File: config.mk
export PLATFORM = sky130hd
export DESIGN_NAME = controller_op_stack
export DESIGN_NICKNAME = d
export VERILOG_FILES = /design/src/rtl/controller_op_stack.sv
export SDC_FILE = /design/constraint.sdc
export NUM_CORES = 1
export LEC_CHECK = 0
export CAP_MARGIN = 20
export CORE_MARGIN = 2
export CORE_UTILIZATION = 50
export CTS_BUF_LIST = sky130_fd_sc_hd__clkbuf_16
export DETAILED_ROUTE_END_ITERATION = 8
export PLACE_DENSITY = 0.72
export REMOVE_ABC_BUFFERS = 1
export SLEW_MARGIN = 20
export SYNTH_ARGS = -nofsm -noshare
export SYNTH_HDL_FRONTEND = slang
export SYNTH_SLANG_ARGS = --single-unit
File: constraint.sdc
create_clock -name Clock -period 2.2 [get_ports Clock]
set_input_delay 0.44 -clock Clock [delete_from_list [all_inputs] [get_ports Clock]]
set_output_delay 0.44 -clock Clock [all_outputs]
set_load 0.02 [all_outputs]
File: src/rtl/controller_op_stack.sv
// Operator LIFO feeding op_data/op_empty to the controller.
// Top entry is held in op_data; lower entries live in mem[].
module controller_op_stack #(
    parameter int OP_W  = 4,
    parameter int DEPTH = 16,
    parameter int PTR_W = 4
) (
    input  logic             Clock,
    input  logic             Reset,
    input  logic             op_push,
    input  logic             op_pop,
    input  logic             op_clear,
    input  logic [OP_W-1:0]  op_wdata,
    output logic [OP_W-1:0]  op_data,
    output logic             op_empty,
    output logic             op_full,
    output logic [PTR_W:0]   op_count,
    output logic             op_ovf,
    output logic             op_udf
);

    localparam logic [PTR_W:0] CNT_FULL = (PTR_W+1)'(DEPTH);
    localparam logic [PTR_W:0] CNT_ONE  = (PTR_W+1)'(1);

    logic [OP_W-1:0]  mem [DEPTH];
    logic [PTR_W-1:0] wr_idx;
    logic [PTR_W-1:0] rd_idx;
    logic             is_empty;
    logic             is_full;
    logic             spill;

    assign is_empty = (op_count == '0);
    assign is_full  = (op_count == CNT_FULL);
    assign op_empty = is_empty;
    assign op_full  = is_full;

    // slot just below the current top, and the one a pop promotes
    assign wr_idx = op_count[PTR_W-1:0] - PTR_W'(1);
    assign rd_idx = op_count[PTR_W-1:0] - PTR_W'(2);

    // a plain push onto a non-empty, non-full stack spills the old top
    assign spill = Reset && !op_clear && op_push && !op_pop
                   && !is_full && !is_empty;

    // storage below the top; never reset, only valid below op_count-1
    always_ff @(posedge Clock) begin
        if (spill) begin
            mem[wr_idx] <= op_data;
        end
    end

    // top register, count and sticky error flags
    always_ff @(posedge Clock) begin
        if (!Reset) begin
            op_count <= '0;
            op_data  <= '0;
            op_ovf   <= 1'b0;
            op_udf   <= 1'b0;
        end else if (op_clear) begin
            op_count <= '0;
            op_data  <= '0;
            op_ovf   <= 1'b0;
            op_udf   <= 1'b0;
        end else if (op_push && op_pop) begin
            op_data <= op_wdata;
            if (is_empty) begin
                op_count <= CNT_ONE;
            end
        end else if (op_push) begin
            if (is_full) begin
                op_ovf <= 1'b1;
            end else begin
                op_data  <= op_wdata;
                op_count <= op_count + CNT_ONE;
            end
        end else if (op_pop) begin
            if (is_empty) begin
                op_udf <= 1'b1;
            end else if (op_count == CNT_ONE) begin
                op_data  <= '0;
                op_count <= '0;
            end else begin
                op_data  <= mem[rd_idx];
                op_count <= op_count - CNT_ONE;
            end
        end
    end

endmodule

### Word level (Yosys, flattened, before mapping)

Memories as Yosys holds them, arrays and structs flattened.
Cells that the tools add are included.

| word-level totals | value |
|---|---|
| flip-flop bits (word level) | 11 |
| memory bits (writable) | 64 |
| input bits | 9 |
| logic and storage cells | 49 |
| memories kept | 1 |

| cells by class | value |
|---|---|
| $add $sub $neg | 4 |
| equality and inequality tests | 5 |
| muxes and demuxes | 15 |
| bitwise operators | 3 |
| reduce and logical (&&, ||, !) cells | 17 |

Memories:

| memory | words | width | read ports | clocked after Yosys merged registers in | wr ports | RTL line | text |
|---|---|---|---|---|---|---|---|
| mem | 16 | 4 | 1 | 0 | 1 | 25 | `logic [OP_W-1:0] mem [DEPTH];` |

Operator list:

| cell | count |
|---|---|
| 5-bit 2-to-1 mux | 7 |
| 4-bit 2-to-1 mux | 6 |
| 4-bit AND reduction | 2 |
| 1-bit logical AND | 6 |
| 3-bit by 2-bit != test with 1-bit output, second input constant | 2 |
| 3-bit AND reduction | 2 |
| 5-bit by 1-bit adder with 5-bit output, second input constant | 1 |
| 5-bit by 1-bit == test with 1-bit output, second input constant | 1 |
| 5-bit == test, second input constant | 1 |
| 5-bit zero test | 1 |
| 5-bit by 1-bit subtractor with 5-bit output, second input constant | 1 |
| 1-bit zero test | 4 |
| 4-bit by 1-bit subtractor with 4-bit output, second input constant | 1 |
| 4-bit by 2-bit subtractor with 4-bit output, second input constant | 1 |
| 1-bit inverter | 3 |
| 3-bit nonzero test | 1 |
| 1-bit 2-to-1 mux | 2 |
| 2-bit != test, second input constant | 1 |
| 2-bit OR reduction | 1 |

### Depth between registers and ports, before layout

| logic depth | value |
|---|---|
| depth after elaboration | 8 |
| gate-level depth with buffers | 9 |

### Worst setup path before layout

Ideal clock, no wire load.

| path | value |
|---|---|
| kind | register to register |
| start point | register op_count[0] |
| end point | memory mem[12][0], enable pin |
| library setup time | 0.329 ns |
| arrival | 2.021 ns |
| setup slack | -0.150 ns |
| cell stages (with the launch flop) | 8 |
| buffers on the path | 1 |
| clock period less this slack | 2.350 ns |
| cells stage by stage | dfxtp_1 buf_4 inv_1 ha_1 nor3b_2 nor3_1 nand2_1 nor2_1 |

| on the way | value |
|---|---|
| word-level cells in the longest chain between the ends | 6 |

Ends and longest elaborated chain:

| item | RTL line | text |
|---|---|---|
| from (decl) | 17 | `output logic [PTR_W:0] op_count,` |
| from (signal assigned) | 74 | `op_count <= op_count + CNT_ONE;` |
| from (signal assigned) | 84 | `op_count <= op_count - CNT_ONE;` |
| 5-bit == test | 33 | `assign is_full = (op_count == CNT_FULL);` |
| 1-bit zero test | 43 | `&& !is_full && !is_empty;` |
| 1-bit logical AND (2 in a row) | 43 |  |
| 1-bit 2-to-1 mux | 47 | `if (spill) begin` |
| 1-bit 2-to-1 mux (implied by the code) | 48 | `mem[wr_idx] <= op_data;` |
| to (decl) | 25 |  |

Parallel ways exist; a longest one is shown, timed or not.

### Worst setup path after layout

| path | value |
|---|---|
| start point | register op_count[0] |
| end point | memory mem[15][0], enable pin |

The elaborated chain is that of the path after synthesis.

==> metrics.md <==
| Metric | Value |
|---|---|
| Largest clock skew in the final design | 0.00509 ns |
| Buffer levels on the longest clock path | 2 |
| Leading cell type in the layout, fill and taps excluded | edfxtp_1 |
| Post-CTS setup repair buffer count | 0 |
| Critical Path AT | ~2.1 ns |
| Commonest cells after routing, fill and taps aside | 64 x edfxtp_1, 38 x buf_4, 22 x nand2_1 |
| Non-Filler Cell Area, Final | between 4000 and 5000 um^2 |
| Wl on met1 | 3.22 mm |
| Slew at the pin with the worst max-slew slack | 0.532 ns |
| Share of synthesized registers carrying an async set or reset | 0% |
| Number of maximum-capacitance violations | 0 |
| Worst hold path startpoint | op_ovf |
| Via count | around 2200 |
| Part of the Yosys area used for sequential elements | 62.3% |
| Worst hold margin | roughly 0.47 ns |
| Part of the cycle the worst path needs | 95.0% |
| Average wire per standard cell | 19.3 um |
| Result of the run | complete, no violations |
| Worst ir drop on vdd | roughly 0.43 mV |
| Avg Vias per Cell | 5.82 |
| Initial antenna violation count | 0 |
| Post-route DRC | 0 |
| Sum of met3 wire segment lengths after detailed routing | between 300 and 400 um |
| # placed instances | 364 |
| Synthesis-stage register bit count | 75 |
| Initial core utilization | 51.2% |
| Overall power of the completed layout | 3.44 mW |
| Post-synthesis instance area | 3440 um^2 |
| Total power per unit cell area | 795 nW/um^2 |
| Cell depth of the worst hold path | 2 |
| Number of hold-slack violations in the final timing report | 0 |
| Highest fanout seen on the critical path | 4 |
| Clock Pin Slew Worst Setup and Hold Paths | 0.06 ns |
| Number of standard-cell rows in the floorplan | 30 |
| Largest family of logic cells by synthesized area | multiplexers |
| Fraction of final layout cells with drive strength greater than 1 | between 20% and 30% |
| Wire length of the first global-routing pass | 11.7 mm |
| Kind of end point of the critical path | register |
| Clock root buffer | clkbuf_16 |
| Class of the most critical setup path | register to register |
| Core area | 6720 um^2 |
| Place WS | -0.155 ns |
| GR Util All Layers | 21.5% |
| Final cell utilization of the core | around 64% |
| Post-detailed-placement cell area | 4010 um^2 |
| Non-filler instance count after layout | 380 |
| Slew Viols, Final | 0 |
| Endpoint of the lowest-slack register-to-register path | mem[15][0] |
| Startpoint class of the critical path | register |
| Final total negative setup slack | 0 ns |
| Count of final setup violators | 0 |
| Synth warnings | 0 |
| Flop-to-flop setup slack | 0.11 ns |
| Synthesized-area fraction occupied by ao, oa, aoi and oai cells | under 10% |
| Number of search-and-repair iterations in the first detailed-routing pass | 4 |
| Critical register-to-register path startpoint | op_count[0] |
| Worst hold-check path type | register to register |
| Iteration-0 DRC Markers | 185 |
| Worst-case setup margin in the final layout | 0.110 ns |
| Synthesized area per cell | 14.8 um^2 |
| Synthesized-area fraction occupied by adder cells | 3.27% |
| Total routed wirelength | 7.32 mm |
| Clock latency reported for the late side of the worst-skew pair | roughly 0.33 ns |
| Simple logic cell fraction of the synthesized area | between 10% and 20% |
| Normalized max-slew margin | 64.0% |
| Highest routing layer actually used | met4 |
| CTS Sinks | 75 |
| H-tree depth | 3 |
| Count of flip-flops with a built-in enable after synthesis | 64 |
| Via count of the first global-routing pass | 2187 |
| Instance count of the mapped netlist | 233 |
| Final critical-path required period | ~2.1 ns |
| Routed Antenna Nets | 0 |
| P&R area growth vs syn | 25.7% |
| Synth cell types | 47 |
| IO Pins | 22 |
| Width of the chip | between 80 and 90 um |
| Sink of the worst hold path | op_ovf |
| Leakage Power | 1.56 nW |
| Area share of xor/xnor cells in the synthesized design | 1.53% |
| Die Footprint | 7560 um^2 |
| Most used flip-flop cell after synthesis | edfxtp_1 |
| Final-stage net count | 313 |
| Pin count of the biggest net entering global routing | 25 |
| Port-buffer cells | 21 |
| Cts bufs inserted | 9 |
| FF-to-FF path depth | 9 |
| Weighted congestion at the end of routability-driven global placement | 0.830 |
| Post-detail-place hpwl | 5.12 mm |
| Required time worst endpoint | between 2 and 2.5 ns |
| Die Y-Extent | 86.9 um |
| Overflow after GRT | 0 |
| CTS tree | done |
| RSZ-0062 raised after global routing | false |
| Count of antenna diodes in the layout | 0 |
| Amount of wire on met2 after detailed routing | 3.55 mm |
| Fraction of synthesized area in multiplexers | between 10% and 20% |
| Fmax achieved | about 480 MHz |
==> synthesized netlist by cell type, types with 2 or more instances <==
cell type / count / area share (%)
xnor2_1: 4 / 1.0
a21oi_1: 12 / 1.7
xor2_1: 2 / 0.51
nor3b_1: 2 / 0.44
nand2b_1: 3 / 0.55
buf_2: 5 / 0.73
inv_1: 4 / 0.44
ha_1: 9 / 3.3
buf_4: 3 / 0.65
o211ai_1: 5 / 1.1
nor2b_1: 3 / 0.55
nand2_1: 23 / 2.5
a31oi_1: 2 / 0.36
nor2_1: 22 / 2.4
and2_1: 2 / 0.36
edfxtp_1: 64 / 56
mux4_2: 16 / 10
dfxtp_1: 11 / 6.4
mux2i_1: 6 / 1.7
o221a_1: 4 / 1.3
nor3_1: 3 / 0.44
buf_6: 2 / 0.65
o21ai_0: 2 / 0.29
==> power by group <==
| part | switching (mW) | internal [mW] |
|---|---|---|
| clock | 0.598 | 0.780 |
| sequential | 0.00843 | 1.56 |
| combinational | 0.264 | 0.227 |
| total | 0.870 | 2.57 |
==> registers in the layout, summed over array words and instances (netlist names) <==
name and cells:
op_udf 1, mem 64, op_data 4, op_ovf 1, op_count 5
==> layout make-up <==
| type | count | area (um^2) |
|---|---|---|
| flip-flops and latches | 75 | 2140 |
| clock buffers | 9 | 225 |
| well taps | 80 | 100 |
| fillers | 478 | 2400 |
| inverters | 5 | 18.8 |
| multi-input cells | 142 | 1240 |
| clock inverters | 7 | 57.6 |
| repair buffers | 62 | 541 |
==> worst max-delay path, stage by stage, from the launching register on <==
cell     delay (ns)
dfxtp_1        0.32
inv_1          0.06
ha_1           0.21
buf_4          0.16
nor3b_2        0.17
nor3_2         0.28
buf_4          0.18
nand2_1        0.12
nor2_1         0.14
buf_4          0.16
==> routing by layer <==
metal  global-route usage (%)  up-vias
li1                         -     1026
met1                     28.6     1100
met2                     34.0       68
met3                     4.93       16
met4                     9.38        0
met5                        0        -
==> what timing repair did <==
| item | 4_1_cts | 5_1_grt |
|---|---|---|
| hold buffers | 0 | 0 |
| endpoints found under the setup margin | 34 | 65 |
| pin swaps | 0 | 0 |
| gates resized for setup | 5 | 9 |
==> worst max-delay path by stage <==
| stage | startpoint | endpoint | slack (ns) | cells past startpoint |
|---|---|---|---|---|
| floorplan | op_count[0] | mem[12][0] | -0.68 | 6 |
| global placement | op_push | mem[15][2] | -0.09 | 7 |
| detailed placement | op_push | mem[11][3] | -0.16 | 7 |
| CTS | op_count[0] | op_empty | 0.02 | 5 |
| global route | op_count[1] | mem[10][2] | 0.01 | 9 |
| finish | op_count[0] | mem[15][0] | 0.11 | 9 |
==> cells by family after synthesis <==
kind of cell,Yosys count
XOR/XNOR,6
flip-flops,75
buffers and inverters,16
AND/OR/NAND/NOR,69
AO/OA/AOI/OAI,36
adder cells (fa/ha/maj),9
multiplexers,22
(Power assumes the default switching activity.)
